[config.mk]
export PLATFORM = sky130hd
export DESIGN_NAME = ff_neg_grad_update_flat
export DESIGN_NICKNAME = d
export VERILOG_FILES = /design/src/rtl/ff_grad_pkg.sv /design/src/rtl/ff_neg_grad_update_if.sv /design/src/rtl/ff_grad_sat_mac.sv /design/src/rtl/ff_neg_grad_update.sv /design/src/flat_wrapper.sv
export SDC_FILE = /design/constraint.sdc
export NUM_CORES = 1
export LEC_CHECK = 0
export ABC_AREA = 1
export BUFFER_PORTS_ARGS = -buffer_cell sky130_fd_sc_hd__buf_4
export CORE_MARGIN = 1.5
export CORE_UTILIZATION = 59
export DETAILED_ROUTE_END_ITERATION = 10
export MAX_ROUTING_LAYER = met4
export PLACE_DENSITY = 0.88
export SLEW_MARGIN = 5
export SYNTH_ARGS = -nofsm -noshare
export SYNTH_HDL_FRONTEND = slang
export SYNTH_SLANG_ARGS = --single-unit
[constraint.sdc]
create_clock -name clk -period 7 [get_ports clk]
set_input_delay 0 -clock clk [delete_from_list [all_inputs] [get_ports clk]]
set_output_delay 0 -clock clk [all_outputs]
set_load 0.02 [all_outputs]
[src/rtl/ff_grad_pkg.sv]
// Shared types and constants for the FF-STDP negative-phase weight update.
// Holds the FSM state encoding, default widths and saturation bounds.
package ff_grad_pkg;

  typedef enum logic [2:0] {
    ST_IDLE,
    ST_ROMREQ,
    ST_ROMWAIT,
    ST_RUN,
    ST_DRAIN,
    ST_DONE
  } grad_state_e;

  localparam int PRE_NUM_DEF      = 256;
  localparam int POST_NUM_DEF     = 16;
  localparam int WEIGHT_WIDTH_DEF = 8;
  localparam int TRACE_WIDTH_DEF  = 8;
  localparam int DERIV_WIDTH_DEF  = 9;
  localparam int LR_SHIFT_DEF     = 4;

  function automatic int sat_max(input int width);
    return (1 << (width - 1)) - 1;
  endfunction

  localparam int W_SAT_MAX = sat_max(WEIGHT_WIDTH_DEF);
  localparam int W_SAT_MIN = -W_SAT_MAX - 1;

endpackage

[src/rtl/ff_neg_grad_update_if.sv]
// Control, derivative-ROM, trace-memory and weight-SRAM signals of the update block.
// The update block connects through the slave modport; its environment uses master.
interface ff_neg_grad_update_if #(
  parameter int PRE_NUM      = 256,
  parameter int POST_NUM     = 16,
  parameter int WEIGHT_WIDTH = 8,
  parameter int TRACE_WIDTH  = 8,
  parameter int DERIV_WIDTH  = 9
);
  localparam int PRE_AW  = $clog2(PRE_NUM);
  localparam int POST_AW = $clog2(POST_NUM);
  localparam int W_AW    = PRE_AW + POST_AW;

  logic                           start;
  logic        [POST_AW-1:0]      post_idx;
  logic        [7:0]              deriv_addr;
  logic                           busy;
  logic                           done;
  logic        [7:0]              rom_addr;
  logic signed [DERIV_WIDTH-1:0]  rom_dout;
  logic                           tr_ren;
  logic        [PRE_AW-1:0]       tr_raddr;
  logic        [TRACE_WIDTH-1:0]  tr_rdata;
  logic                           w_ren;
  logic        [W_AW-1:0]         w_raddr;
  logic signed [WEIGHT_WIDTH-1:0] w_rdata;
  logic                           w_wen;
  logic        [W_AW-1:0]         w_waddr;
  logic signed [WEIGHT_WIDTH-1:0] w_wdata;

  modport slave (
    input  start, post_idx, deriv_addr, rom_dout, tr_rdata, w_rdata,
    output busy, done, rom_addr, tr_ren, tr_raddr, w_ren, w_raddr, w_wen, w_waddr, w_wdata
  );

  modport master (
    output start, post_idx, deriv_addr, rom_dout, tr_rdata, w_rdata,
    input  busy, done, rom_addr, tr_ren, tr_raddr, w_ren, w_raddr, w_wen, w_waddr, w_wdata
  );

endinterface

[src/rtl/ff_grad_sat_mac.sv]
// Combinational weight update: w + ((deriv * trace) >>> LR_SHIFT), saturated to the
// signed weight range. Trace is unsigned and is zero-extended before the multiply.
module ff_grad_sat_mac
  import ff_grad_pkg::*;
#(
  parameter int WEIGHT_WIDTH = WEIGHT_WIDTH_DEF,
  parameter int TRACE_WIDTH  = TRACE_WIDTH_DEF,
  parameter int DERIV_WIDTH  = DERIV_WIDTH_DEF,
  parameter int LR_SHIFT     = LR_SHIFT_DEF
) (
  input  logic signed [DERIV_WIDTH-1:0]  i_deriv,
  input  logic        [TRACE_WIDTH-1:0]  i_trace,
  input  logic signed [WEIGHT_WIDTH-1:0] i_weight,
  output logic signed [WEIGHT_WIDTH-1:0] o_weight
);
  localparam int PROD_W = DERIV_WIDTH + TRACE_WIDTH + 1;
  localparam int SUM_W  = PROD_W + 1;
  localparam logic signed [SUM_W-1:0] SAT_HI = SUM_W'(sat_max(WEIGHT_WIDTH));
  localparam logic signed [SUM_W-1:0] SAT_LO = ~SAT_HI;

  function automatic logic signed [WEIGHT_WIDTH-1:0] sat_w(input logic signed [SUM_W-1:0] s);
    if (s > SAT_HI)      sat_w = SAT_HI[WEIGHT_WIDTH-1:0];
    else if (s < SAT_LO) sat_w = SAT_LO[WEIGHT_WIDTH-1:0];
    else                 sat_w = s[WEIGHT_WIDTH-1:0];
  endfunction

  logic signed [PROD_W-1:0] w_deriv_ext;
  logic signed [PROD_W-1:0] w_trace_ext;
  logic signed [PROD_W-1:0] w_prod;
  logic signed [PROD_W-1:0] w_delta;
  logic signed [SUM_W-1:0]  w_sum;

  always_comb begin
    w_deriv_ext = PROD_W'(i_deriv);
    w_trace_ext = PROD_W'(i_trace);
    w_prod      = w_deriv_ext * w_trace_ext;
    w_delta     = w_prod >>> LR_SHIFT;
    w_sum       = SUM_W'(i_weight) + SUM_W'(w_delta);
    o_weight    = sat_w(w_sum);
  end

endmodule

[src/rtl/ff_neg_grad_update.sv]
// Negative-phase weight-row update: derivative lookup, streamed read/update/write of one row.
// Optional FF_GRAD_ZERO_SKIP_EN: a zero derivative skips the row pass entirely.
module ff_neg_grad_update
  import ff_grad_pkg::*;
#(
  parameter int PRE_NUM      = PRE_NUM_DEF,
  parameter int POST_NUM     = POST_NUM_DEF,
  parameter int WEIGHT_WIDTH = WEIGHT_WIDTH_DEF,
  parameter int TRACE_WIDTH  = TRACE_WIDTH_DEF,
  parameter int DERIV_WIDTH  = DERIV_WIDTH_DEF,
  parameter int LR_SHIFT     = LR_SHIFT_DEF
) (
  input  logic                 clk,
  input  logic                 rst_n,
  ff_neg_grad_update_if.slave  bus
);
  localparam int PRE_AW  = $clog2(PRE_NUM);
  localparam int POST_AW = $clog2(POST_NUM);
  localparam int W_AW    = PRE_AW + POST_AW;

  grad_state_e                    r_state;
  logic        [POST_AW-1:0]      r_post;
  logic        [7:0]              r_rom_addr;
  logic signed [DERIV_WIDTH-1:0]  r_deriv_q;
  logic        [PRE_AW-1:0]       r_pre;
  logic                           r_drain;
  logic                           r_busy;
  logic                           r_done;
  logic                           r_ren_p0;
  logic                           r_vld_p1;
  logic        [W_AW-1:0]         r_addr_p1;
  logic                           r_wen_p2;
  logic        [W_AW-1:0]         r_waddr_p2;
  logic signed [WEIGHT_WIDTH-1:0] r_wdata_p2;
  logic signed [WEIGHT_WIDTH-1:0] w_new_wt;

  ff_grad_sat_mac #(
    .WEIGHT_WIDTH (WEIGHT_WIDTH),
    .TRACE_WIDTH  (TRACE_WIDTH),
    .DERIV_WIDTH  (DERIV_WIDTH),
    .LR_SHIFT     (LR_SHIFT)
  ) u_mac (
    .i_deriv  (r_deriv_q),
    .i_trace  (bus.tr_rdata),
    .i_weight (bus.w_rdata),
    .o_weight (w_new_wt)
  );

  always_ff @(posedge clk or negedge rst_n) begin
    if (!rst_n) begin
      r_state    <= ST_IDLE;
      r_post     <= '0;
      r_rom_addr <= '0;
      r_deriv_q  <= '0;
      r_pre      <= '0;
      r_drain    <= 1'b0;
      r_busy     <= 1'b0;
      r_done     <= 1'b0;
      r_ren_p0   <= 1'b0;
      r_vld_p1   <= 1'b0;
      r_addr_p1  <= '0;
      r_wen_p2   <= 1'b0;
      r_waddr_p2 <= '0;
      r_wdata_p2 <= '0;
    end else begin
      // p0 -> p1: memory read data arrives alongside its address
      r_vld_p1  <= r_ren_p0;
      r_addr_p1 <= {r_post, r_pre};
      // p1 -> p2: registered write-back of the updated weight
      r_wen_p2  <= r_vld_p1;
      if (r_vld_p1) begin
        r_waddr_p2 <= r_addr_p1;
        r_wdata_p2 <= w_new_wt;
      end
      r_done <= 1'b0;
      case (r_state)
        ST_IDLE: begin
          if (bus.start) begin
            r_post     <= bus.post_idx;
            r_rom_addr <= bus.deriv_addr;
            r_busy     <= 1'b1;
            r_state    <= ST_ROMREQ;
          end
        end
        ST_ROMREQ: r_state <= ST_ROMWAIT;
        ST_ROMWAIT: begin
          r_deriv_q <= bus.rom_dout;
`ifdef FF_GRAD_ZERO_SKIP_EN
          if (bus.rom_dout == '0) begin
            r_done  <= 1'b1;
            r_state <= ST_DONE;
          end else begin
            r_ren_p0 <= 1'b1;
            r_pre    <= '0;
            r_state  <= ST_RUN;
          end
`else
          r_ren_p0 <= 1'b1;
          r_pre    <= '0;
          r_state  <= ST_RUN;
`endif
        end
        ST_RUN: begin
          if (r_pre == PRE_AW'(PRE_NUM - 1)) begin
            r_ren_p0 <= 1'b0;
            r_drain  <= 1'b0;
            r_state  <= ST_DRAIN;
          end else begin
            r_pre <= r_pre + 1'b1;
          end
        end
        ST_DRAIN: begin
          if (r_drain) begin
            r_done  <= 1'b1;
            r_state <= ST_DONE;
          end else begin
            r_drain <= 1'b1;
          end
        end
        ST_DONE: begin
          r_busy     <= 1'b0;
          r_rom_addr <= '0;
          r_state    <= ST_IDLE;
        end
        default: r_state <= ST_IDLE;
      endcase
    end
  end

  assign bus.busy     = r_busy;
  assign bus.done     = r_done;
  assign bus.rom_addr = r_rom_addr;
  assign bus.tr_ren   = r_ren_p0;
  assign bus.tr_raddr = r_pre;
  assign bus.w_ren    = r_ren_p0;
  assign bus.w_raddr  = {r_post, r_pre};
  assign bus.w_wen    = r_wen_p2;
  assign bus.w_waddr  = r_waddr_p2;
  assign bus.w_wdata  = r_wdata_p2;

endmodule

[src/flat_wrapper.sv]
// flat-port wrapper written by rule: the top's interface ports become plain ports
module ff_neg_grad_update_flat import ff_grad_pkg::*;
#(
  parameter int PRE_NUM      = PRE_NUM_DEF,
  parameter int POST_NUM     = POST_NUM_DEF,
  parameter int WEIGHT_WIDTH = WEIGHT_WIDTH_DEF,
  parameter int TRACE_WIDTH  = TRACE_WIDTH_DEF,
  parameter int DERIV_WIDTH  = DERIV_WIDTH_DEF,
  parameter int LR_SHIFT     = LR_SHIFT_DEF
)
  (clk, rst_n, bus_start, bus_post_idx, bus_deriv_addr, bus_rom_dout, bus_tr_rdata, bus_w_rdata, bus_busy, bus_done, bus_rom_addr, bus_tr_ren, bus_tr_raddr, bus_w_ren, bus_w_raddr, bus_w_wen, bus_w_waddr, bus_w_wdata);
  ff_neg_grad_update_if #(.PRE_NUM(PRE_NUM), .POST_NUM(POST_NUM), .WEIGHT_WIDTH(WEIGHT_WIDTH), .TRACE_WIDTH(TRACE_WIDTH), .DERIV_WIDTH(DERIV_WIDTH)) bus_i ();
  input  logic clk;
  input  logic rst_n;
  input wire logic [$bits(bus_i.start)-1:0] bus_start;
  input wire logic [$bits(bus_i.post_idx)-1:0] bus_post_idx;
  input wire logic [$bits(bus_i.deriv_addr)-1:0] bus_deriv_addr;
  input wire logic [$bits(bus_i.rom_dout)-1:0] bus_rom_dout;
  input wire logic [$bits(bus_i.tr_rdata)-1:0] bus_tr_rdata;
  input wire logic [$bits(bus_i.w_rdata)-1:0] bus_w_rdata;
  output wire logic [$bits(bus_i.busy)-1:0] bus_busy;
  output wire logic [$bits(bus_i.done)-1:0] bus_done;
  output wire logic [$bits(bus_i.rom_addr)-1:0] bus_rom_addr;
  output wire logic [$bits(bus_i.tr_ren)-1:0] bus_tr_ren;
  output wire logic [$bits(bus_i.tr_raddr)-1:0] bus_tr_raddr;
  output wire logic [$bits(bus_i.w_ren)-1:0] bus_w_ren;
  output wire logic [$bits(bus_i.w_raddr)-1:0] bus_w_raddr;
  output wire logic [$bits(bus_i.w_wen)-1:0] bus_w_wen;
  output wire logic [$bits(bus_i.w_waddr)-1:0] bus_w_waddr;
  output wire logic [$bits(bus_i.w_wdata)-1:0] bus_w_wdata;
  assign bus_i.start = bus_start;
  assign bus_i.post_idx = bus_post_idx;
  assign bus_i.deriv_addr = bus_deriv_addr;
  assign bus_i.rom_dout = bus_rom_dout;
  assign bus_i.tr_rdata = bus_tr_rdata;
  assign bus_i.w_rdata = bus_w_rdata;
  assign bus_busy = bus_i.busy;
  assign bus_done = bus_i.done;
  assign bus_rom_addr = bus_i.rom_addr;
  assign bus_tr_ren = bus_i.tr_ren;
  assign bus_tr_raddr = bus_i.tr_raddr;
  assign bus_w_ren = bus_i.w_ren;
  assign bus_w_raddr = bus_i.w_raddr;
  assign bus_w_wen = bus_i.w_wen;
  assign bus_w_waddr = bus_i.w_waddr;
  assign bus_w_wdata = bus_i.w_wdata;
  ff_neg_grad_update #(.PRE_NUM(PRE_NUM), .POST_NUM(POST_NUM), .WEIGHT_WIDTH(WEIGHT_WIDTH), .TRACE_WIDTH(TRACE_WIDTH), .DERIV_WIDTH(DERIV_WIDTH), .LR_SHIFT(LR_SHIFT)) u_core (.clk(clk), .rst_n(rst_n), .bus(bus_i));
endmodule
==> results.cfg, run 1 <==
[synthesis]
synth_cell_types = 41
synth.cell_area_mm2 = 0.00664
synthFlopType = dfrtp_1
synth-seq-cells = 70
seq_area_frac_synth_pct = 26.4
yosysTopAreaCellShare_pct = 26.4
ys_warn_count = 0
async_flop_share_pct = 100
synth-edff-count = 0
synthCells = 859
synth.area.top_cells = dfrtp_1, fa_1, nand2_1, inv_1, ha_1
yosys.area.top_type = dfrtp_1
syn-num-nets = 1010
syn_avg_cell_area_um2 = 7.73

[worst_hold_path]
hold_class = input port to flop

[clock_tree]
htree_num_levels = 3
clock-sinks = 70
root_buffer = clkbuf_8
clk_latency_ns = 0.36
cts_made_buffers = 9
cts.reportedPaths.clkPinSlew_ns = 0.09
cts_tree = done
post_cts_resize_count = 0
cts_max_path_buffers = 2

[detailed_routing]
drt_first_pass_iters = 7
num_vias = 5730
drt-wirelength-per-cell_um = 14.2
drc = 0
ant_nets = 0
dr.first_iter.drc_count = 383
wl_um = 15600
vias_per_cell = 5.22

[global_route]
grt_max_degree = 71
grt_antenna_before_repair = 0
grt_pass1_vias = 5751
grt_pass1_wl_um = 25700
grt_usage_pct = 28.6
grt-ovfl-total = 0

[layout]
finalNetCount = 1103
final_core_util_pct = 71.2
drive_above_1_share_pct = 15.3
num-fill-cells = 831
most-common-layout-cells = nand2_1, inv_1, buf_4, dfrtp_1, fa_1
final_area_mm2 = 0.00775
antenna_cells = 0
syn_to_final_growth_pct = 16.7
layout_commonest_cell = nand2_1

[critical_path]
worstSetupPathType = flop to flop
crit_required_ns = 7.23
r2r_slack_ns = 0.97
crit_top_cell = inv_1
cp-start-kind = flop
slowest_delay_ns = 0.55
crit_slowest_cell = fa_1
end_kind = flop
worstPathArrival_ns = 6.25
path_max_fanout = 9

[sta]
tns_ns = 0
fmax_mhz = 166
slew_viol_final = 0
tightest_slew_ns = 1.04
rsz0062_at_grt = false
finalSetupViolCount = 0
finalHoldViolations = 0
skew_ns = 0.0164
timing.hold.ws_ns = 0.0534
maxSlewHeadroom_pct = 30.0
period_needed_ns = 6.03
finalCritPeriodShare_pct = 86.1

[placement]
gp_congestion = 0.915
numPortBuffers = 92
dp_hpwl_um = 11300
dpl-instance-area_mm2 = 0.00734

[die]
pin_count = 93
die_w_um = 109
rows = 38
dieHeight_um = 109
core_area_mm2 = 0.0109
start_util_pct = 61.0
die-area_mm2 = 0.0119

[run]
max_cap_viol_count = 0

[outcome]
status = complete, no violations
-- cell usage after synthesis (all sizes together), types with 11 or more instances --
cell type / count
nand2: 258
inv: 208
dfrtp: 70
fa: 61
ha: 50
nor2: 39
a21oi: 34
nand3: 28
clkbuf: 21
o21ai: 13
xor2: 12
buf: 11
-- what timing repair did --
| action | 4_1_cts | 5_1_grt |
|---|---|---|
| hold endpoints to repair | 91 | 0 |
| hold buffers | 22 | 0 |
| buffers inserted | 0 | 0 |
-- worst max-delay path: cells and delay by family, from the launching register on --
kind | cells | cell delay (ns)
adder cells (fa/ha/maj) | 6 | 2.79
buffers and inverters | 6 | 0.31
flip-flops | 1 | 0.50
XOR/XNOR | 1 | 0.15
AO/OA/AOI/OAI | 7 | 1.24
AND/OR/NAND/NOR | 9 | 0.90
-- sequential cells by signal, indices dropped and copies added, names as in the netlist, 3 cells and up --
signal	flops
u_core.bus.rom_addr	8
u_core.bus.tr_raddr	8
u_core.bus.w_waddr	12
u_core.bus.w_wdata	8
u_core.r_addr_p1	12
u_core.r_deriv_q	9
u_core.r_post	4
u_core.r_state	3
-- cells by family (layout without fill, tap and decap cells) --
kind of cell | count (synthesis) | in the layout | share of synthesized area (%)
compound gates | 62 | 62 | 5.78
xor+xnor | 22 | 22 | 2.90
fa+ha+maj | 111 | 111 | 27.8
buf+inv | 240 | 338 | 14.2
flops | 70 | 70 | 26.4
mux | 4 | 4 | 0.678
simple gates | 350 | 350 | 22.2
-- final timing paths --
| kind | startpoint | endpoint | cells after the start |
|---|---|---|---|
| max | u_core.r_deriv_q[5] | u_core.bus.w_wdata[6] | 29 |
| min | bus_start | u_core.r_state[0] | 3 |
| max reg2reg | u_core.r_deriv_q[5] | u_core.bus.w_wdata[6] | 29 |
| min reg2reg | u_core.r_post[0] | u_core.r_addr_p1[8] | 0 |
| max in group asynchronous | rst_n | u_core.bus.w_wdata[3] | 2 |
| min in group asynchronous | rst_n | u_core.bus.rom_addr[7] | 2 |
-- stage by stage --
step	std cells	setup slack, ns
6_report	1097	0.973
3_3_place_gp	1059	1.20
5_1_grt	1097	0.502
3_5_place_dp	1059	1.04
4_1_cts	1097	0.999
2_1_floorplan	859	1.40
-- layout make-up --
class / count / area [µm²] / area share (%)
clock buffers: 9 / 124 / 1.60
clock inverters: 7 / 63.8 / 0.823
inverters: 208 / 781 / 10.1
multi-input cells: 549 / 3950 / 50.9
flip-flops and latches: 70 / 1750 / 22.6
well taps: 140 / 175 / 2.26
repair buffers: 114 / 911 / 11.7
-- routing by layer --
| metal | up-vias | GRT usage (%) | part of all wire [%] |
|---|---|---|---|
| li1 | 2745 | - | - |
| met1 | 2735 | 31.6 | 40 |
| met2 | 199 | 51.4 | 51 |
| met3 | 51 | 4.48 | 5.3 |
| met4 | 0 | 11.1 | 3.2 |
| met5 | - | - | 0 |
Power of run 1 is not shown: default switching activity piles up to over one toggle a cycle in this logic, so the estimate is an artifact.
==> inputs of run 2 (changes only) <==
- CORE_UTILIZATION: 59 -> 42
- PLACE_DENSITY: 0.88 -> 0.67
==> run 2 against run 1 <==
  * First-iteration DRC count shrank 40%
  * Via count fell by 6.1%
  * Critical endpoint is now u_core.bus.w_wdata[1]
  * Non-clock buffer count up 1
  * Fmax down 0.63%
  * Design area rose by 2.8%
==> results.cfg, run 2 (same netlist as run 1, synthesis figures left out) <==
[detailed_routing]
wl_um = 14400
dr.first_iter.drc_count = 229
ant_nets = 0
drt_first_pass_iters = 4
drt-wirelength-per-cell_um = 12.4
vias_per_cell = 4.60
num_vias = 5382
drc = 0

[critical_path]
crit_slowest_cell = fa_1
crit_top_cell = inv_1
worstSetupPathType = flop to flop
r2r_slack_ns = 0.93
crit_required_ns = 7.21
slowest_delay_ns = 0.55
cp-start-kind = flop
r2r.worst_path.cells = 29
path_max_fanout = 9
worstPathArrival_ns = 6.28
end_kind = flop

[global_route]
grt_util_met2_pct = 32.3
grt_usage_pct = 19.7
grt_antenna_before_repair = 0
gr-max-usage-layer = met2
grt_pass1_vias = 5394
grt_max_degree = 71
grt_pass1_wl_um = 25200
grt-ovfl-total = 0
grt_use_met3_pct = 3.16
met1_usage_pct = 25.4

[clock_tree]
root_buffer = clkbuf_16
cts_made_buffers = 9
cts.reportedPaths.clkPinSlew_ns = 0.06
cts_max_path_buffers = 2
clock-sinks = 70
htree_num_levels = 3
clk_latency_ns = 0.34
cts_tree = done

[layout]
drive_above_1_share_pct = 15.3
num-fill-cells = 1480
syn_to_final_growth_pct = 20.0
finalNetCount = 1104
final_area_mm2 = 0.00797
layout_commonest_cell = nand2_1
most-common-layout-cells = nand2_1, inv_1, buf_4, dfrtp_1, fa_1
final_core_util_pct = 52.0
antenna_cells = 0

[sta]
tns_ns = 0
finalHoldViolations = 0
slew_viol_final = 0
finalCritPeriodShare_pct = 86.6
period_needed_ns = 6.07
rsz0062_at_grt = false
maxSlewHeadroom_pct = 41.3
finalSetupViolCount = 0
tightest_slew_ns = 0.881
skew_ns = 0.00957
fmax_mhz = 165

[die]
pin_count = 93
dieHeight_um = 129
die_w_um = 129
rows = 45
die-area_mm2 = 0.0166
core_area_mm2 = 0.0153
start_util_pct = 43.4

[run]
max_cap_viol_count = 0

[placement]
dp_hpwl_um = 11700
dpl-instance-area_mm2 = 0.00744
numPortBuffers = 92
gp_congestion = 0.891

[worst_hold_path]
hold_class = input port to flop
worstHoldPathCells = 3

[outcome]
status = complete, no violations
[run 2: worst paths after layout]
| check | start | endpoint |
|---|---|---|
| min | bus_start | u_core.r_state[0] |
| min in group asynchronous | rst_n | u_core.r_deriv_q[1] |
| max reg2reg | u_core.r_deriv_q[5] | u_core.bus.w_wdata[1] |
| max | u_core.r_deriv_q[5] | u_core.bus.w_wdata[1] |
| max in group asynchronous | rst_n | u_core.r_addr_p1[6] |
| min reg2reg | u_core.r_post[3] | u_core.r_addr_p1[11] |
[run 2: worst max-delay path: cells and delay by family (launching register included)]
family / cells / cell delay [ns]
adder cells (fa/ha/maj): 6 / 2.79
XOR/XNOR: 1 / 0.14
AND/OR/NAND/NOR: 9 / 0.93
AO/OA/AOI/OAI: 7 / 1.26
buffers and inverters: 6 / 0.32
flip-flops: 1 / 0.49
[run 2: final cells by class]
cell class | count | area (µm²) | share of cell area, %
Clock buffer | 10 | 239 | 3.00
Sequential cell | 70 | 1750 | 22.0
Clock inverter | 6 | 67.6 | 0.848
Inverter | 208 | 781 | 9.80
Multi-Input combinational cell | 549 | 3950 | 49.5
Timing Repair Buffer | 115 | 918 | 11.5
Tap cell | 211 | 264 | 3.31
[run 2: timing repair]
item,4_1_cts,5_1_grt
setup buffers,0,0
setup endpoints to repair,0,0
resized for setup,0,0
hold endpoints to repair,91,0
hold buffers,22,0
[run 2: per-layer routing]
metal,wire [µm],part of all wire (%),up-vias
met5,0,0,-
met4,221,1.5,0
met3,608,4.2,18
met2,6880,48,111
met1,6730,47,2509
li1,-,-,2744
[run 2: per-stage QoR]
step | hold WS, ns | setup WS [ns] | cells
floorplan | -0.296 | 1.40 | 859
global placement | 0.172 | 1.13 | 1131
detailed placement | 0.178 | 0.964 | 1131
CTS | 0.0605 | 0.945 | 1169
global route | 0.0755 | 0.324 | 1169
finish | 0.0612 | 0.935 | 1169
Power of run 2 is left out for the same reason.
